## src/rtl/debounce_scheduler_if.sv

```systemverilog
// Button/debounce signal bundle for debounce_scheduler.
// master drives raw buttons and enable; slave returns clean levels and strobes.
interface debounce_scheduler_if #(
    parameter int N_CH = 4
);
    logic [N_CH-1:0] btn_in;
    logic            enable;
    logic            tick;
    logic [N_CH-1:0] btn_level;
    logic [N_CH-1:0] btn_press;
    logic [N_CH-1:0] btn_release;
    logic [N_CH-1:0] btn_long;

    modport master (
        output btn_in,
        output enable,
        input  tick,
        input  btn_level,
        input  btn_press,
        input  btn_release,
        input  btn_long
    );

    modport slave (
        input  btn_in,
        input  enable,
        output tick,
        output btn_level,
        output btn_press,
        output btn_release,
        output btn_long
    );
endinterface

```

## src/rtl/debounce_scheduler.sv

```systemverilog
// Multi-channel debouncer driven by one shared sample-tick prescaler.
// Define DEBOUNCE_SCHED_LONG_PRESS_EN to build the per-channel long-press detector.
module debounce_scheduler #(
    parameter int N_CH         = 4,
    parameter int TICK_MAX     = 500000,
    parameter int STABLE_TICKS = 4,
    parameter int LONG_TICKS   = 64
) (
    input  logic                 clk,
    input  logic                 rst_a,
    debounce_scheduler_if.slave  bus
);
    localparam int PW = (TICK_MAX > 0) ? $clog2(TICK_MAX + 1) : 1;
    localparam int CW = $clog2(STABLE_TICKS + 1);

    localparam logic [PW-1:0] PRE_TOP  = PW'(TICK_MAX);
    localparam logic [CW-1:0] CNT_LAST = CW'(STABLE_TICKS - 1);
    localparam logic [CW-1:0] CNT_ONE  = CW'(1);

    typedef enum logic [1:0] {
        S_REL,
        S_PPEND,
        S_PRESS,
        S_RPEND
    } state_t;

    logic [PW-1:0]   r_pre;
    logic            r_tick;
    logic [N_CH-1:0] r_sync1;
    logic [N_CH-1:0] r_sync2;
    state_t          r_state [N_CH];
    logic [CW-1:0]   r_cnt   [N_CH];
    logic [N_CH-1:0] r_level;
    logic [N_CH-1:0] r_press;
    logic [N_CH-1:0] r_release;

    state_t          w_state_nx [N_CH];
    logic [CW-1:0]   w_cnt_nx   [N_CH];
    logic [N_CH-1:0] w_level_nx;

    always_ff @(posedge clk or negedge rst_a) begin
        if (!rst_a) begin
            r_pre  <= '0;
            r_tick <= 1'b0;
        end else if (!bus.enable) begin
            r_pre  <= '0;
            r_tick <= 1'b0;
        end else if (r_pre == PRE_TOP) begin
            r_pre  <= '0;
            r_tick <= 1'b1;
        end else begin
            r_pre  <= r_pre + 1'b1;
            r_tick <= 1'b0;
        end
    end

    always_ff @(posedge clk or negedge rst_a) begin
        if (!rst_a) begin
            r_sync1 <= '0;
            r_sync2 <= '0;
        end else begin
            r_sync1 <= bus.btn_in;
            r_sync2 <= r_sync1;
        end
    end

    always_comb begin
        for (int i = 0; i < N_CH; i++) begin
            w_state_nx[i] = r_state[i];
            w_cnt_nx[i]   = r_cnt[i];
            if (!bus.enable) begin
                // Abandon any pending change; the accepted level stays put.
                if (r_state[i] == S_PPEND) w_state_nx[i] = S_REL;
                if (r_state[i] == S_RPEND) w_state_nx[i] = S_PRESS;
                w_cnt_nx[i] = '0;
            end else if (r_tick) begin
                case (r_state[i])
                    S_REL: begin
                        if (r_sync2[i]) begin
                            if (STABLE_TICKS == 1) begin
                                w_state_nx[i] = S_PRESS;
                                w_cnt_nx[i]   = '0;
                            end else begin
                                w_state_nx[i] = S_PPEND;
                                w_cnt_nx[i]   = CNT_ONE;
                            end
                        end
                    end
                    S_PPEND: begin
                        if (!r_sync2[i]) begin
                            w_state_nx[i] = S_REL;
                            w_cnt_nx[i]   = '0;
                        end else if (r_cnt[i] == CNT_LAST) begin
                            w_state_nx[i] = S_PRESS;
                            w_cnt_nx[i]   = '0;
                        end else begin
                            w_cnt_nx[i] = r_cnt[i] + 1'b1;
                        end
                    end
                    S_PRESS: begin
                        if (!r_sync2[i]) begin
                            if (STABLE_TICKS == 1) begin
                                w_state_nx[i] = S_REL;
                                w_cnt_nx[i]   = '0;
                            end else begin
                                w_state_nx[i] = S_RPEND;
                                w_cnt_nx[i]   = CNT_ONE;
                            end
                        end
                    end
                    S_RPEND: begin
                        if (r_sync2[i]) begin
                            w_state_nx[i] = S_PRESS;
                            w_cnt_nx[i]   = '0;
                        end else if (r_cnt[i] == CNT_LAST) begin
                            w_state_nx[i] = S_REL;
                            w_cnt_nx[i]   = '0;
                        end else begin
                            w_cnt_nx[i] = r_cnt[i] + 1'b1;
                        end
                    end
                    default: begin
                        w_state_nx[i] = S_REL;
                        w_cnt_nx[i]   = '0;
                    end
                endcase
            end
            w_level_nx[i] = (w_state_nx[i] == S_PRESS) ||
                            (w_state_nx[i] == S_RPEND);
        end
    end

    always_ff @(posedge clk or negedge rst_a) begin
        if (!rst_a) begin
            for (int i = 0; i < N_CH; i++) begin
                r_state[i] <= S_REL;
                r_cnt[i]   <= '0;
            end
        end else begin
            for (int i = 0; i < N_CH; i++) begin
                r_state[i] <= w_state_nx[i];
                r_cnt[i]   <= w_cnt_nx[i];
            end
        end
    end

    always_ff @(posedge clk or negedge rst_a) begin
        if (!rst_a) begin
            r_level   <= '0;
            r_press   <= '0;
            r_release <= '0;
        end else begin
            r_level   <= w_level_nx;
            r_press   <= w_level_nx & ~r_level;
            r_release <= ~w_level_nx & r_level;
        end
    end

    assign bus.tick        = r_tick;
    assign bus.btn_level   = r_level;
    assign bus.btn_press   = r_press;
    assign bus.btn_release = r_release;

`ifdef DEBOUNCE_SCHED_LONG_PRESS_EN
    localparam int HW = (LONG_TICKS > 0) ? $clog2(LONG_TICKS + 1) : 1;
    localparam logic [HW-1:0] HOLD_TOP  = HW'(LONG_TICKS);
    localparam logic [HW-1:0] HOLD_LAST = HW'(LONG_TICKS - 1);

    logic [HW-1:0]   r_hold [N_CH];
    logic [N_CH-1:0] r_long;

    // Hold time restarts only on a new press, so a release bounce cannot re-fire.
    always_ff @(posedge clk or negedge rst_a) begin
        if (!rst_a) begin
            r_long <= '0;
            for (int i = 0; i < N_CH; i++) r_hold[i] <= '0;
        end else begin
            r_long <= '0;
            for (int i = 0; i < N_CH; i++) begin
                if (w_level_nx[i] && !r_level[i]) begin
                    r_hold[i] <= '0;
                end else if (r_tick && bus.enable && r_level[i] &&
                             r_hold[i] != HOLD_TOP) begin
                    r_hold[i] <= r_hold[i] + 1'b1;
                    if (r_hold[i] == HOLD_LAST) r_long[i] <= 1'b1;
                end
            end
        end
    end

    assign bus.btn_long = r_long;
`else
    assign bus.btn_long = '0;
`endif
endmodule

```

## src/flat_wrapper.sv

```systemverilog
// flat-port wrapper written by rule: the top's interface ports become plain ports
module debounce_scheduler_flat 
#(
    parameter int N_CH         = 4,
    parameter int TICK_MAX     = 500000,
    parameter int STABLE_TICKS = 4,
    parameter int LONG_TICKS   = 64
)
  (clk, rst_a, bus_btn_in, bus_enable, bus_tick, bus_btn_level, bus_btn_press, bus_btn_release, bus_btn_long);
  debounce_scheduler_if #(.N_CH(N_CH)) bus_i ();
  input  logic clk;
  input  logic rst_a;
  input wire logic [$bits(bus_i.btn_in)-1:0] bus_btn_in;
  input wire logic [$bits(bus_i.enable)-1:0] bus_enable;
  output wire logic [$bits(bus_i.tick)-1:0] bus_tick;
  output wire logic [$bits(bus_i.btn_level)-1:0] bus_btn_level;
  output wire logic [$bits(bus_i.btn_press)-1:0] bus_btn_press;
  output wire logic [$bits(bus_i.btn_release)-1:0] bus_btn_release;
  output wire logic [$bits(bus_i.btn_long)-1:0] bus_btn_long;
  assign bus_i.btn_in = bus_btn_in;
  assign bus_i.enable = bus_enable;
  assign bus_tick = bus_i.tick;
  assign bus_btn_level = bus_i.btn_level;
  assign bus_btn_press = bus_i.btn_press;
  assign bus_btn_release = bus_i.btn_release;
  assign bus_btn_long = bus_i.btn_long;
  debounce_scheduler #(.N_CH(N_CH), .TICK_MAX(TICK_MAX), .STABLE_TICKS(STABLE_TICKS), .LONG_TICKS(LONG_TICKS)) u_core (.clk(clk), .rst_a(rst_a), .bus(bus_i));
endmodule
```

## config.mk

```make
export PLATFORM = sky130hd
export DESIGN_NAME = debounce_scheduler_flat
export DESIGN_NICKNAME = d
export VERILOG_FILES = /design/src/rtl/debounce_scheduler_if.sv /design/src/rtl/debounce_scheduler.sv /design/src/flat_wrapper.sv
export SDC_FILE = /design/constraint.sdc
export NUM_CORES = 1
export LEC_CHECK = 0
export CAP_MARGIN = 20
export CORE_ASPECT_RATIO = 0.7
export CORE_MARGIN = 8
export CORE_UTILIZATION = 51
export CTS_CLUSTER_DIAMETER = 120
export DETAILED_ROUTE_END_ITERATION = 6
export DONT_BUFFER_PORTS = 1
export PLACE_DENSITY = 0.71
export SLEW_MARGIN = 15
export SYNTH_ARGS = -nofsm -noshare
export SYNTH_HDL_FRONTEND = slang
export SYNTH_SLANG_ARGS = --single-unit
```

## constraint.sdc

```tcl
create_clock -name clk -period 1.8 [get_ports clk]
set_clock_uncertainty 0.05 [all_clocks]
set_input_delay 0.36 -clock clk [delete_from_list [all_inputs] [get_ports clk]]
set_output_delay 0.36 -clock clk [all_outputs]
set_load 0.1 [all_outputs]
```

==> key figures <==
Routing
  – DRT iter0 DRCs: 140
  – Total Wirelength: between 4 and 5 mm
  – First-pass DRT Iterations: 4
  – Vias: approximately 1,900
  – WL per Instance: 12.8 µm
  – DRC Markers: 0
  – Via density: slightly above 5
  – Remaining antenna violation count: 0

Clock network
  – Worst skew pair latency: 340 ps
  – Clk root buf: clkbuf_8
  – Worst-path clk slew: 70 ps
  – Deepest clock path buffer count: 2
  – Total CTS buffers: 9
  – CTS tree: yes
  – H-tree lvl count: 3
  – CTS sink count: 60
  – Hold-fix buffers, CTS: 4

Logic synthesis
  – Top-area cell type share of the netlist area: a little under three fifths
  – Top cells by area, synth: dfrtp_1 (56%), nor2_1 (5.2%), xnor2_1 (3.6%)
  – Asr flop ratio synth: 100%
  – Seq cells post-synth: 60
  – Synth unique cells: 37
  – Synth Area per Inst: 10.3 µm²
  – Post-synth top area cell: dfrtp_1
  – Number of synthesized flops with an enable pin: 0
  – Seq/Total Area, Yosys: approximately 56%
  – Number of synthesis warnings: 0
  – Top_reg_cell synth: dfrtp_1
  – Most common cell in the netlist: dfrtp_1
  – Gate count after technology mapping: 260
  – Commonest cells post-synth: dfrtp_1 (60), nor2_1 (37), inv_1 (22)
  – Synth Cell Area: 2670 µm²

Place
  – Count of input and output buffers: 0
  – RD Place Congestion: approximately 0.8
  – DP Worst Slack: 70.2 ps
  – Post-DP HPWL: 3.22 mm

Power
  – Leak: between 1 and 1.5 nW
  – PD cells: 849 nW/µm²
  – Power Total: 2.66 mW
  – Max rail drop VDD: 0.600 mV

Setup path
  – Cell Chain, Critical Path: nand3_4 > buf_4 > or4_1 > o21ai_1 > a21oi_1
  – R2R Setup Slk: 90 ps
  – Slowest cell on crit path: or4_1
  – Crit path capture type: flip-flop
  – CP Launch Point: u_core.r_pre[4]
  – WP buf/inv: 1
  – Family with the most delay on the worst path: simple AND/OR/NAND/NOR gates
  – CP Max Fanout: 8
  – Req. time, crit path: slightly below 2000 ps
  – WP depth: 5
  – WP data arrival: 1880 ps
  – Largest stage delay on the critical path: 540 ps
  – Reg2Reg Depth: 5
  – R2R Path End: u_core.r_pre[17]
  – Critical path class: flip-flop to flip-flop
  – Worst reg2reg path startpoint: u_core.r_pre[4]
  – CP Capture Point: u_core.r_pre[17]
  – Crit start category: flip-flop

STA
  – Crit path time final: roughly 1700 ps
  – RSZ-0062 raised after global routing: no
  – Final worst slack: 94.0 ps
  – Final hold violations: 60
  – TNS Setup: 0 ps
  – Period utilization: 94.8%
  – Hold slack final: -335 ps
  – Achievable Freq: between 0.5 and 0.6 GHz
  – Slew Limit Fails: 0
  – # setup viols final: 0

Status
  – Failing checks: negative hold slack
  – Status: finished, violations left

GRT
  – Grt ovf: 0
  – Pin count of the biggest net entering global routing: 61
  – Vias in the first global route: 1,661
  – Initial antenna violation count: 0
  – First-pass GRT wire length: about 8 mm
  – Gr usage total: 13.2%

Finish
  – Antenna Diode Count: 0
  – Area Overhead vs Synth: 17.2%
  – Layout cells sized above 1: between 10% and 20%
  – Final nets: 302

Die
  – Row cnt: 22
  – Initial Utilization: between 50% and 60%
  – Die area: just under 8000 µm²
  – Ports: 24
  – Core Region: 5150 µm²
  – Die Wd: 102 µm
  – Die H: 76.5 µm

Flow run
  – Max-cap violations: 0

Min path
  – Worst hold path type: input port to asynchronous set/reset pin
how the worst min path moves through the flow:
stage               slack (ps)  cells past startpoint                 endpoint   from
floorplan                   10                      0  u_core.bus.btn_level[0]  rst_a
global placement            20                      0  u_core.bus.btn_level[3]  rst_a
detailed placement          20                      0  u_core.bus.btn_level[3]  rst_a
CTS                       -360                      0         u_core.r_pre[12]  rst_a
global route              -370                      0          u_core.r_cnt[4]  rst_a
finish                    -340                      0  u_core.bus.btn_level[3]  rst_a
state kept, by name, summed over array words and instances, names as in the netlist:
signal / cells
u_core.r_sync2: 4
u_core.r_state: 8
u_core.r_sync1: 4
u_core.bus.tick: 1
u_core.r_cnt: 12
u_core.bus.btn_level: 4
u_core.bus.btn_release: 4
u_core.bus.btn_press: 4
u_core.r_pre: 19
cells in the final DEF, fill, tap and decap left out, drive strengths merged, types with 2 or more instances in the layout:
master and instances:
a31oi 4, xnor2 11, dlygate4sd3 4, o21ai 11
conb 4, nand3b 5, clkinv 3, nor2b 3
inv 22, nand4 8, mux2i 4, a32oi 2
and2 4, and3 3, or4 2, buf 21
dfrtp 60, nand2 14, nor4b 2, clkinvlp 2
xor2 7, nor3 7, nor4 4, clkbuf 10
ha 6, nand2b 4, nor2 37, a21oi 13
nand3 12
layer usage:
| metal | global-route usage [%] | vias to the layer above | wire, µm |
|---|---|---|---|
| met5 | 0 | - | 0 |
| li1 | - | 932 | - |
| met1 | 18.3 | 873 | 2390 |
| met4 | 6.57 | 0 | 89 |
| met3 | 5.47 | 10 | 279 |
| met2 | 17.0 | 45 | 1930 |
layout make-up:
| type | instances | area, µm² |
|---|---|---|
| inverter | 22 | 82.6 |
| fill | 407 | 2020 |
| clock buffer | 10 | 138 |
| clock inverter | 6 | 63.8 |
| tap | 72 | 90.1 |
| multi-input combinational | 171 | 1040 |
| sequential | 60 | 1500 |
| timing repair buffer | 25 | 210 |
timing repair:
| item | 4_1_cts | 5_1_grt |
|---|---|---|
| endpoints found under the setup margin | 0 | 7 |
| gates resized for setup | 0 | 0 |
| buffers inserted | 0 | 1 |
| endpoints found under the hold margin | 64 | 60 |
cell families after synthesis:
group                    synth area share [%]
AO/OA/AOI/OAI                            6.66
XOR/XNOR                                 5.91
adder cells (fa/ha/maj)                  2.81
buffers and inverters                    5.16
flip-flops                               56.3
multiplexers                             1.50
other                                   0.141
AND/OR/NAND/NOR                          21.5
metrics by stage:
step	area [µm²]	std cells	hold slack, ps	utilization (%)
after floorplan	2680	263	14.4	-
after global placement	2880	345	15.9	55.9
after detailed placement	2880	345	16.0	55.9
after CTS	3120	365	-360	60.6
after global routing	3130	366	-365	60.7
final	3130	366	-335	60.7
report_power, final:
| group | switching [mW] | total, mW | internal [mW] | leakage [nW] |
|---|---|---|---|---|
| combinational | 0.0626 | 0.0849 | 0.0223 | 0.551 |
| clock | 0.524 | 1.20 | 0.673 | 0.0983 |
| sequential | 0.0107 | 1.37 | 1.36 | 0.816 |
Power figures use the tool's default switching activity.
